==> src/rtl/mem_arbiter.sv <==
// Arbitrates one single-port RAM between instruction fetch and load/store, tracking one outstanding read.
// Optional macro MEM_ARB_ROUND_ROBIN_EN: alternate grants on contention instead of data-over-fetch priority.
module mem_arbiter #(
    parameter int ADDR_WIDTH   = 32,
    parameter int DATA_WIDTH   = 32,
    parameter int READ_LATENCY = 1
) (
    input  logic                  clk,
    input  logic                  rst,
    input  logic                  if_req,
    input  logic [ADDR_WIDTH-1:0] if_addr,
    output logic                  if_gnt,
    output logic                  if_rvalid,
    output logic [DATA_WIDTH-1:0] if_rdata,
    input  logic                  d_req,
    input  logic                  d_we,
    input  logic [ADDR_WIDTH-1:0] d_addr,
    input  logic [DATA_WIDTH-1:0] d_wdata,
    input  logic [1:0]            d_mask,
    output logic                  d_gnt,
    output logic                  d_rvalid,
    output logic [DATA_WIDTH-1:0] d_rdata,
    output logic                  mem_en,
    output logic                  mem_we,
    output logic [ADDR_WIDTH-1:0] mem_addr,
    output logic [DATA_WIDTH-1:0] mem_wdata,
    output logic [1:0]            mem_mask,
    input  logic [DATA_WIDTH-1:0] mem_rdata,
    output logic                  busy
);

    localparam logic [1:0] MEM_BYTE = 2'd0;
    localparam logic [1:0] MEM_HALF = 2'd1;
    localparam logic [1:0] MEM_WORD = 2'd2;

    localparam logic OWN_FETCH = 1'b0;
    localparam logic OWN_DATA  = 1'b1;

    localparam logic [2:0] CNT_LOAD = 3'(READ_LATENCY - 1);

    if (READ_LATENCY < 1 || READ_LATENCY > 7) begin : g_bad_latency
        $error("mem_arbiter: READ_LATENCY must be within 1..7");
    end

    typedef enum logic {IDLE, WAIT} state_t;

    state_t                state_q, state_d;
    logic                  owner_q, owner_d;
    logic                  last_owner_q, last_owner_d;
    logic [2:0]            cnt_q, cnt_d;
    logic [DATA_WIDTH-1:0] if_rdata_q, d_rdata_q;

    logic rd_done;
    logic arb_en;
    logic data_first;
    logic pick_data;

    // The rvalid cycle doubles as an IDLE cycle so reads can issue back to back.
    assign rd_done = (state_q == WAIT) && (cnt_q == 3'd0);
    assign arb_en  = (state_q == IDLE) || rd_done;

`ifdef MEM_ARB_ROUND_ROBIN_EN
    assign data_first = (last_owner_q == OWN_FETCH);
`else
    assign data_first = 1'b1;
`endif

    assign pick_data = d_req && (!if_req || data_first);

    always_comb begin
        state_d      = state_q;
        owner_d      = owner_q;
        last_owner_d = last_owner_q;
        cnt_d        = cnt_q;
        if_gnt       = 1'b0;
        d_gnt        = 1'b0;
        if_rvalid    = 1'b0;
        d_rvalid     = 1'b0;
        mem_en       = 1'b0;
        mem_we       = 1'b0;
        mem_addr     = '0;
        mem_wdata    = '0;
        mem_mask     = MEM_WORD;

        if (state_q == WAIT) begin
            if (rd_done) begin
                state_d = IDLE;
                if (owner_q == OWN_DATA) d_rvalid = 1'b1;
                else                     if_rvalid = 1'b1;
            end else begin
                cnt_d = cnt_q - 3'd1;
            end
        end

        if (arb_en && (if_req || d_req)) begin
            mem_en       = 1'b1;
            last_owner_d = pick_data;
            if (pick_data) begin
                d_gnt     = 1'b1;
                mem_we    = d_we;
                mem_addr  = d_addr;
                mem_wdata = d_wdata;
                mem_mask  = d_mask;
            end else begin
                if_gnt   = 1'b1;
                mem_addr = if_addr;
            end
            // Writes finish in the grant cycle; only reads occupy the WAIT state.
            if (!(pick_data && d_we)) begin
                state_d = WAIT;
                owner_d = pick_data;
                cnt_d   = CNT_LOAD;
            end
        end
    end

    always_ff @(posedge clk or posedge rst) begin
        if (rst) begin
            state_q      <= IDLE;
            owner_q      <= OWN_FETCH;
            last_owner_q <= OWN_FETCH;
            cnt_q        <= 3'd0;
            if_rdata_q   <= '0;
            d_rdata_q    <= '0;
        end else begin
            state_q      <= state_d;
            owner_q      <= owner_d;
            last_owner_q <= last_owner_d;
            cnt_q        <= cnt_d;
            if (if_rvalid) if_rdata_q <= mem_rdata;
            if (d_rvalid)  d_rdata_q  <= mem_rdata;
        end
    end

    assign if_rdata = if_rvalid ? mem_rdata : if_rdata_q;
    assign d_rdata  = d_rvalid  ? mem_rdata : d_rdata_q;
    assign busy     = (state_q == WAIT);

endmodule

==> config.mk <==
export PLATFORM = sky130hd
export DESIGN_NAME = mem_arbiter
export DESIGN_NICKNAME = d
export VERILOG_FILES = /design/src/rtl/mem_arbiter.sv
export SDC_FILE = /design/constraint.sdc
export NUM_CORES = 1
export LEC_CHECK = 0
export BUFFER_PORTS_ARGS = -buffer_cell sky130_fd_sc_hd__buf_2
export CAP_MARGIN = 20
export CORE_AREA = 4 4 102 104
export DETAILED_ROUTE_END_ITERATION = 10
export DIE_AREA = 0 0 106 108
export PLACE_DENSITY = 0.79
export SETUP_SLACK_MARGIN = 0.5
export SLEW_MARGIN = 20
export SYNTH_ARGS = -nofsm -noshare
export SYNTH_HDL_FRONTEND = slang
export SYNTH_SLANG_ARGS = --single-unit
export TNS_END_PERCENT = 50
==> constraint.sdc <==
create_clock -name clk -period 2.55 [get_ports clk]
set_input_delay 0.3825 -clock clk [delete_from_list [all_inputs] [get_ports clk]]
set_output_delay 0.3825 -clock clk [all_outputs]
set_load 0.01 [all_outputs]
# After elaboration in Yosys (flattened, before gate mapping)
# Index checks and enable logic that the tools add are counted.
[word_totals]
reg_bits = 69
latch_bits = 0
mem_bits_rw = 0
romBits = 0
in_bits = 135
output_inout_bits = 137
word_cells = 44
mem_count = 0
[op_classes]
add_sub_neg = 1
mul = 0
n_div = 0
n_lt_le_gt_ge = 0
n_eq_ne = 0
n_shift = 0
n_mux = 29
bitwise = 2
reduce_logical = 7
[ops]
columns = ["op", "n"]
rows = [
  ["2-to-1 mux 32 bit", 6],
  ["2-to-1 mux 1 bit", 17],
  ["2-to-1 mux 3 bit", 4],
  ["2-to-1 mux 2 bit", 2],
  ["logical AND 1 bit", 3],
  ["zero test 3 bit", 1],
  ["subtractor 3 x 1 -> 3 bit (second input constant)", 1],
  ["logical OR 1 bit", 2],
  ["NOT 1 bit", 2],
  ["AND reduction 2 bit", 1],
]

# Longest topological paths before layout
# Gate-level depths: netlist (run 1).
[depth]
ltp_word = 6
depth_mapped = 8
depth_no_buf = 5

# Worst setup path before layout (run 1)
# Ideal clock, no wire load.
[synth_timing]
kind = "reg-to-output"
startpoint = "reg cnt_q[0]"
endpoint = "out if_rdata[22]"
arrival_time_ns = 1.690
required_ns = 2.168
path_slack_ns = 0.478
path_stages_with_launch = 8
n_path_buf = 2
cell_sequence = "dfrtp_1 > inv_1 > ha_1 > nand2b_1 > buf_6 > nor3b_4 > buf_6 > mux2_2"
[synth_via]
elab_chain_cells = 5
[synth_lines]
columns = ["item", "line_no", "source"]
rows = [
  ["start: declaration", "50", "logic [2:0] cnt_q, cnt_d;"],
  ["start signal: assignment", "129", "cnt_q <= cnt_d;"],
  ["zero test 3 bit", "59", "assign rd_done = (state_q == WAIT) && (cnt_q == 3'd0);"],
  ["logical AND 1 bit", "59", ""],
  ["2-to-1 mux 1 bit", "86", "if (rd_done) begin"],
  ["2-to-1 mux 1 bit", "85", "if (state_q == WAIT) begin"],
  ["via if_rvalid", "13", "output logic if_rvalid,"],
  ["2-to-1 mux 32 bit", "--", ""],
  ["end: declaration", "14", "output logic [DATA_WIDTH-1:0] if_rdata,"],
]
# The timed path passes the listed nets, and every way through them passes these cells.

# Worst setup path in the final report (run 1)
[layout_timing]
startpoint = "reg cnt_q[0]"
endpoint = "out mem_addr[20]"
[layout_via]
elab_chain_cells = 5
[layout_lines]
columns = ["item", "line_no", "source"]
rows = [
  ["zero test 3 bit", "59", ""],
  ["logical AND 1 bit", "59", ""],
  ["logical OR 1 bit", "60", "assign arb_en = (state_q == IDLE) || rd_done;"],
  ["logical AND 1 bit", "95", "if (arb_en && (if_req || d_req)) begin"],
  ["2-to-1 mux 32 bit", "95", ""],
  ["end: declaration", "25", "output logic [ADDR_WIDTH-1:0] mem_addr,"],
]
# Every way passes these cells.

==> tab_implementation.tex, run 1 <==
\begin{tabular}{lr}
\hline
Metric & Value \\
\hline
\multicolumn{2}{l}{\textbf{Worst setup path}} \\
Peak per-stage delay on the critical path & 0.39 ns \\
Cell count of the worst reg-to-reg path & 8 \\
Start-to-end type of the worst setup path & register to primary output \\
Register-to-register setup slack & 0.72 ns \\
Category of the worst setup path capture point & primary output \\
Startpoint of the worst register-to-register path & cnt\_q[0] \\
Critical path required time & 2.17 ns \\
CP max stage cell & dfrtp\_1 \\
Startpoint types & register \\
CP arrival & 2.10 ns \\
Kind of cell adding the most delay to the critical path & buffers and inverters \\
Crit path cell chain & inv\_2 > ha\_4 > nand2b\_4 > buf\_6 > buf\_6 > a21oi\_4 > buf\_4 > buf\_8 > a22o\_1 > buf\_2 \\
Largest fanout of any net on the critical path & 7 \\
CP Buf/Inv Count & 6 \\
R2R Path End & if\_rdata\_q[25] \\
Most numerous cell on the critical path & buf\_6 \\
\multicolumn{2}{l}{\textbf{Clocking}} \\
Maximum number of buffers from clock root to sink & 2 \\
Cell chosen for the clock root & clkbuf\_8 \\
H-Tree Level Count & 3 \\
Clk Latency, worst-skew pair & 0.34 ns \\
TritonCTS clock tree & done \\
Sink count of the clock tree & 69 \\
Total CTS buffers & 9 \\
Post-CTS clock slew at the launch and capture registers of the worst setup and hold paths & 0.08 ns \\
Hold bufs inserted after CTS & 0 \\
\multicolumn{2}{l}{\textbf{Cells and area}} \\
Area Growth Syn to Fin & 98.8\% \\
Ratio of cells with drive above 1 in the final layout & 76.2\% \\
NumNets Final & 721 \\
Final cell count without fillers & 723 \\
Finished Core Util & 67.8\% \\
\multicolumn{2}{l}{\textbf{Power and ir drop}} \\
Cell-internal power & 5.59 mW \\
LEAKAGE & 3.44 nW \\
Net switching fraction of the power & 34.9\% \\
Ratio of total power to cell area & 1330 nW/um2 \\
Clk pwr share & 10.5\% \\
Net Sw Power & 3.00 mW \\
Proportion of power drawn by flip-flops and latches & 21.3\% \\
Logic gate share of total power & 68.2\% \\
Worst ir drop on vdd & 710 uV \\
\multicolumn{2}{l}{\textbf{STA}} \\
Post-route clock period utilization & 97.5\% \\
Hold WS & 0.180 ns \\
Max-slew violation total from the final report & 0 \\
RSZ-0062 raised after global routing & yes \\
Upper clock frequency limit & 0.402 GHz \\
Shortest clock period the worst path allows after layout & 2.49 ns \\
Count of endpoints failing setup in the final report & 0 \\
Clk\_skew & 0.00983 ns \\
Worst Tran Pin Value & 0.798 ns \\
Setup\_tns & 0 ns \\
Final number of hold-violating endpoints & 0 \\
Max-slew headroom & 46.7\% \\
\multicolumn{2}{l}{\textbf{Logic synthesis}} \\
Total of warnings raised by yosys & 0 \\
Post-synthesis cell type count & 26 \\
Most common cell in the synthesized netlist & dfrtp\_1 \\
Flops \& latches, synth & 69 \\
Total standard cell area after synthesis & 3260 um2 \\
Most common library cells after synthesis & dfrtp\_1 (69), mux2\_2 (62), and2\_1 (35), a22o\_1 (32), buf\_2 (8) \\
Sequential cell area fraction in the yosys report & 53.0\% \\
Fraction of registers with async set or reset after synthesis & 100\% \\
Share of the synthesized area in the top cell type & 53.0\% \\
Average size of a mapped cell & 13.2 um2 \\
Commonest register cell after synthesis & dfrtp\_1 \\
Number of flops mapped to enable cells by yosys & 0 \\
Net count after synthesis & 383 \\
Leading area contributor after synthesis & dfrtp\_1 \\
Leading post-synthesis cells by cell area & dfrtp\_1 (53\%), mux2\_2 (21\%), a22o\_1 (8.6\%) \\
Cells after synthesis & 246 \\
\multicolumn{2}{l}{\textbf{Die}} \\
Die X & 106 um \\
Die ar. & 11,400 um2 \\
I/O pin total & 272 \\
Placeable core region & 9550 um2 \\
Row count & 36 \\
Vert. Die Dim & 108 um \\
Starting density of the core & 34.1\% \\
\multicolumn{2}{l}{\textbf{Place}} \\
Final HPWL DP & 10,200 um \\
IO Port Bufs & 271 \\
RePlAce Congestion & 0.854 \\
Post-Place Cells & 644 \\
\multicolumn{2}{l}{\textbf{Route}} \\
Total routed wirelength & 15,200 um \\
First drt pass iteration count & 4 \\
Remaining number of nets flagged by the antenna check after routing & 0 \\
Total via count after detailed routing & 3,493 \\
Ratio of routed vias to standard cells & 4.83 \\
Drt drc & 0 \\
Detailed router's first-iteration violation count & 172 \\
Mean routed wirelength per cell & 21.0 um \\
\multicolumn{2}{l}{\textbf{Flow run}} \\
Count of max-cap constraint violations & 0 \\
\multicolumn{2}{l}{\textbf{Global routing}} \\
Global Route Usage Sum & 23.4\% \\
Number of global-route vias before repair & 3,562 \\
Number of antenna violations at the first check in global routing & 1 \\
Wire length of the first global-routing pass & 20,100 um \\
Maximum number of pins on one net before global-route repair & 37 \\
Total congestion overflow after global routing & 0 \\
\multicolumn{2}{l}{\textbf{Outcome}} \\
Outcome & complete, no violations \\
\multicolumn{2}{l}{\textbf{Worst hold path}} \\
Worst hold path class & input port to async pin \\
\hline
\end{tabular}
through the flow:
stage	instance area (um2)	setup WS, ns	power, mW
after CTS	5720	0.111	7.36
after detailed placement	4790	0.257	5.29
after global routing	6470	0.00343	9.05
final	6470	0.0638	8.59
after global placement	4790	0.366	5.17
after floorplan	3260	0.478	3.87
sequential cells by signal (all words and copies together), names as in the netlist:
register	cells
d_rdata_q	32
if_rdata_q	32
cnt_q	3
busy	1
owner_q	1
routing by layer:
layer | track usage [%] | wire length, um
met1 | 29.1 | 6060
met2 | 39.9 | 7790
met3 | 4.78 | 914
met4 | 9.53 | 420
met5 | 0 | 0
layout by cell type (no fill, tap or decap), drive strengths merged, types with 2 or more instances in the layout:
master,instances
a21oi,2
a22o,32
and2,35
buf,340
clkbuf,14
clkinvlp,4
dfrtp,69
ha,2
inv,6
mux2,64
mux2i,2
nand2b,3
nor2,3
o21ai,2
cell families (layout without fill, tap and decap cells):
family	Yosys count	in the layout	share of synthesized area, %
AND/OR/NAND/NOR	45	45	8.76
flip-flops	69	69	53.0
buffers and inverters	23	366	4.11
other	0	1	0
adder cells (fa/ha/maj)	2	2	0.768
AO/OA/AOI/OAI	41	41	10.6
multiplexers	66	66	22.7
power groups by stage:
| stage | registers (mW) | clock network, mW | logic, mW |
|---|---|---|---|
| 2_1_floorplan | 1.77 | 0 | 2.11 |
| 3_3_place_gp | 1.79 | 0 | 3.37 |
| 3_5_place_dp | 1.83 | 0 | 3.46 |
| 4_1_cts | 1.81 | 0.924 | 4.62 |
| 5_1_grt | 1.88 | 0.978 | 6.19 |
| 6_report | 1.83 | 0.901 | 5.86 |
final cells by class:
cell class                 count  area (um2)
antenna                        1        2.50
clock buffer                  10         128
clock inverter                 6        70.1
fill                         716        3070
inverter                       5        22.5
multi-input combinational    154        1610
sequential                    69        1730
tap                          133         166
timing repair buffer         345        2750
worst max path at each step:
stage,from,to,slack (ns),depth (start not counted)
floorplan,cnt_q[0],if_rdata[22],0.48,7
global placement,cnt_q[0],if_rdata[6],0.37,7
detailed placement,cnt_q[0],if_rdata[5],0.26,7
CTS,cnt_q[1],if_rdata[5],0.11,8
global route,cnt_q[0],mem_addr[20],0.003,10
finish,cnt_q[0],mem_addr[20],0.06,10
repair_timing:
| item | in CTS | in global routing |
|---|---|---|
| gates resized for setup | 71 | 103 |
| setup endpoints to repair | 136 | 136 |
| pin swaps | 9 | 14 |
| gates cloned | 13 | 5 |
| setup buffers | 19 | 25 |
worst reg2reg max path: stages (launching register included):
cell       delay, ns
dfrtp_1         0.39
inv_2           0.08
ha_4            0.15
nand2b_4        0.08
nor3b_4         0.21
buf_6           0.19
clkbuf_16       0.17
mux2_4          0.32
buf_4           0.14
Note: power is estimated with default switching activity, not from simulation.
==> run 2, diff against run 1 <==
--- a/config.mk
+++ b/config.mk
@@ -5,12 +5,12 @@
 export SDC_FILE = /design/constraint.sdc
 export NUM_CORES = 1
 export LEC_CHECK = 0
-export BUFFER_PORTS_ARGS = -buffer_cell sky130_fd_sc_hd__buf_2
 export CAP_MARGIN = 20
 export CORE_AREA = 4 4 102 104
 export DETAILED_ROUTE_END_ITERATION = 10
 export DIE_AREA = 0 0 106 108
-export PLACE_DENSITY = 0.79
+export DONT_BUFFER_PORTS = 1
+export PLACE_DENSITY = 0.54
 export SETUP_SLACK_MARGIN = 0.5
 export SLEW_MARGIN = 20
 export SYNTH_ARGS = -nofsm -noshare
==> constraint.sdc (replaced) <==
create_clock -name clk -period 2.55 [get_ports clk]
set_input_delay 0.51 -clock clk [delete_from_list [all_inputs] [get_ports clk]]
set_output_delay 0.51 -clock clk [all_outputs]
set_load 0.01 [all_outputs]
==> run 2 against run 1 <==
First-iteration DRC count decreased by 12%. Critical path depth decreased by 3. Hold slack got worse by 0.029 ns. Count of clock-buffer cells in the layout unchanged. Critical path type unchanged. Largest cell class is now multi-input combinational cells. Largest power group unchanged.
==> tab_implementation.tex, run 2 (synthesized netlist as in run 1, its figures left out) <==
\begin{tabular}{lr}
\hline
Metric & Value \\
\hline
\multicolumn{2}{l}{\textbf{Global routing}} \\
Number of global-route vias before repair & 2,331 (-35\%) \\
Number of antenna violations at the first check in global routing & 12 (+11) \\
Global Route Usage Sum & 21.7\% (-1.6 points) \\
Maximum number of pins on one net before global-route repair & 36 (-2.7\%) \\
Total congestion overflow after global routing & 0 (unchanged) \\
Wire length of the first global-routing pass & 17,300 um (-14\%) \\
\multicolumn{2}{l}{\textbf{Worst setup path}} \\
Category of the worst setup path capture point & primary output \\
Largest fanout of any net on the critical path & 8 (+1) \\
Startpoint types & register \\
Start-to-end type of the worst setup path & register to primary output \\
CP max stage cell & dfrtp\_1 \\
Critical path required time & 2.04 ns (-0.13 ns) \\
CP arrival & 1.93 ns (-0.17 ns) \\
Peak per-stage delay on the critical path & 0.38 ns (about the same) \\
CP Buf/Inv Count & 3 (-3) \\
Kind of cell adding the most delay to the critical path & buffers and inverters \\
Crit path cell chain & inv\_2 > ha\_4 > nand2b\_4 > nor3b\_4 > buf\_6 > buf\_16 > mux2\_4 \\
\multicolumn{2}{l}{\textbf{Route}} \\
Mean routed wirelength per cell & 33.1 um (+58\%) \\
Total via count after detailed routing & 2,318 (-34\%) \\
Total routed wirelength & 14,000 um (-8.0\%) \\
Detailed router's first-iteration violation count & 152 (-12\%) \\
Remaining number of nets flagged by the antenna check after routing & 0 (unchanged) \\
Ratio of routed vias to standard cells & 5.49 (+14\%) \\
Drt drc & 0 (unchanged) \\
First drt pass iteration count & 4 (unchanged) \\
\multicolumn{2}{l}{\textbf{STA}} \\
RSZ-0062 raised after global routing & yes \\
Max-slew violation total from the final report & 0 (unchanged) \\
Final worst slack & 0.114 ns (+0.0500 ns) \\
Shortest clock period the worst path allows after layout & 2.44 ns (-0.0500 ns) \\
Post-route clock period utilization & 95.5\% (-2.0 points) \\
Count of endpoints failing setup in the final report & 0 (unchanged) \\
Max-slew headroom & 49.1\% (+2.5 points) \\
Setup\_tns & 0 ns (unchanged) \\
Clk\_skew & 0.0104 ns (+0.000529 ns) \\
Worst Tran Pin Value & 0.761 ns (-0.0368 ns) \\
Upper clock frequency limit & 0.410 GHz (+2.1\%) \\
Final number of hold-violating endpoints & 0 (unchanged) \\
\multicolumn{2}{l}{\textbf{Die}} \\
Die X & 106 um (unchanged) \\
Starting density of the core & 34.1\% (unchanged) \\
Placeable core region & 9550 um2 (unchanged) \\
I/O pin total & 272 (unchanged) \\
Vert. Die Dim & 108 um (unchanged) \\
Row count & 36 (unchanged) \\
Die ar. & 11,400 um2 (unchanged) \\
\multicolumn{2}{l}{\textbf{Clocking}} \\
Clk Latency, worst-skew pair & 0.34 ns (about the same) \\
TritonCTS clock tree & done \\
Sink count of the clock tree & 69 (unchanged) \\
Post-CTS clock slew at the launch and capture registers of the worst setup and hold paths & 0.08 ns (about the same) \\
Maximum number of buffers from clock root to sink & 2 (unchanged) \\
Hold bufs inserted after CTS & 0 (unchanged) \\
Cell chosen for the clock root & clkbuf\_8 \\
Total CTS buffers & 9 (unchanged) \\
H-Tree Level Count & 3 (unchanged) \\
\multicolumn{2}{l}{\textbf{Flow run}} \\
Count of max-cap constraint violations & 0 (unchanged) \\
\multicolumn{2}{l}{\textbf{Place}} \\
RePlAce Congestion & 0.908 (+6.3\%) \\
IO Port Bufs & 0 (-100\%) \\
Final HPWL DP & 9540 um (-6.9\%) \\
Setup WS pre-CTS & 0.265 ns (+0.00724 ns) \\
\multicolumn{2}{l}{\textbf{Cells and area}} \\
NumNets Final & 415 (-42\%) \\
Area of combinational cells with multiple inputs & 1910 um2 (+19\%) \\
Most common cell after layout, fill and taps aside & dfrtp\_1 \\
Ratio of cells with drive above 1 in the final layout & 58.0\% (-18 points) \\
Regs by FF count & d\_rdata\_q (32), if\_rdata\_q (32), cnt\_q (3) \\
Leading cell types in the layout, fill and taps excluded & dfrtp\_1 (69), mux2\_4 (55), a22o\_4 (29) \\
FF+latch area & 1730 um2 (unchanged) \\
Filler cell count in the final layout & 827 (+16\%) \\
Area Growth Syn to Fin & 44.8\% \\
\multicolumn{2}{l}{\textbf{Power and ir drop}} \\
Ratio of total power to cell area & 1420 nW/um2 (+7.1\%) \\
LEAKAGE & 2.21 nW (-36\%) \\
Worst ir drop on vdd & 595 uV (-16\%) \\
\multicolumn{2}{l}{\textbf{Worst hold path}} \\
Worst hold path class & input port to async pin \\
\multicolumn{2}{l}{\textbf{Outcome}} \\
Outcome & complete, no violations \\
\hline
\end{tabular}
==> run 2: cell count changes in the layout (fill, tap and decap cells not counted), sizes merged <==
| cell | delta |
|---|---|
| diode | +5 |
| buf | -305 |
| clkinv | +3 |
| clkinvlp | -1 |
| clkbuf | -1 |
| inv | -2 |
==> run 2: layout make-up <==
| type | count | share of cell area (%) |
|---|---|---|
| Antenna cell | 6 | 0.318 |
| Clock buffer | 10 | 2.71 |
| Clock inverter | 6 | 1.35 |
| Inverter | 5 | 0.477 |
| Multi-Input combinational cell | 154 | 40.6 |
| Sequential cell | 69 | 36.6 |
| Tap cell | 133 | 3.53 |
| Timing Repair Buffer | 39 | 14.4 |
==> run 2: timing repair <==
item | in CTS | in global routing
endpoints found under the setup margin | 136 | 136
buffers inserted | 14 | 3
cloned | 10 | 4
gates resized for setup | 91 | 39
pin swaps | 9 | 4
==> run 2: final timing paths <==
| check | slack (ns) | startpoint | cells after the start | end |
|---|---|---|---|---|
| worst max-delay path | 0.11 | cnt_q[1] | 7 | if_rdata[6] |
| worst min-delay path | 0.15 | rst | 1 | if_rdata_q[8] |
| worst max register to register | 0.83 | cnt_q[1] | 7 | if_rdata_q[28] |
| worst min register to register | 0.52 | if_rdata_q[17] | 1 | if_rdata_q[17] |
| max in group asynchronous | 1.75 | rst | 2 | d_rdata_q[18] |
| min in group clk | 0.33 | d_we | 2 | owner_q |
==> run 2: report_power, final <==
part | internal, mW | switching [mW] | total (mW)
sequential | 1.65 | 0.179 | 1.83
combinational | 2.07 | 1.93 | 4.00
clock | 0.450 | 0.424 | 0.874
==> run 2: stage by stage <==
| stage | instances | area, um2 | hold WS [ns] | total power, mW | utilization [%] |
|---|---|---|---|---|---|
| 3_3_place_gp | 369 | 3440 | 0.525 | 4.32 | 36.0 |
| 6_report | 422 | 4720 | 0.151 | 6.70 | 49.4 |
| 3_5_place_dp | 369 | 3440 | 0.529 | 4.37 | 36.0 |
| 5_1_grt | 421 | 4710 | 0.197 | 7.02 | 49.4 |
| 2_1_floorplan | 246 | 3260 | 0.489 | 3.87 | - |
| 4_1_cts | 409 | 4370 | 0.171 | 6.42 | 45.8 |
==> run 2: per-layer routing <==
layer | global-route usage [%] | up-vias | routed length, um
met5 | 0 | - | 50
met4 | 12.4 | 10 | 542
li1 | - | 945 | -
met2 | 33.7 | 158 | 6960
met1 | 24.8 | 1174 | 5040
met3 | 10.1 | 31 | 1370
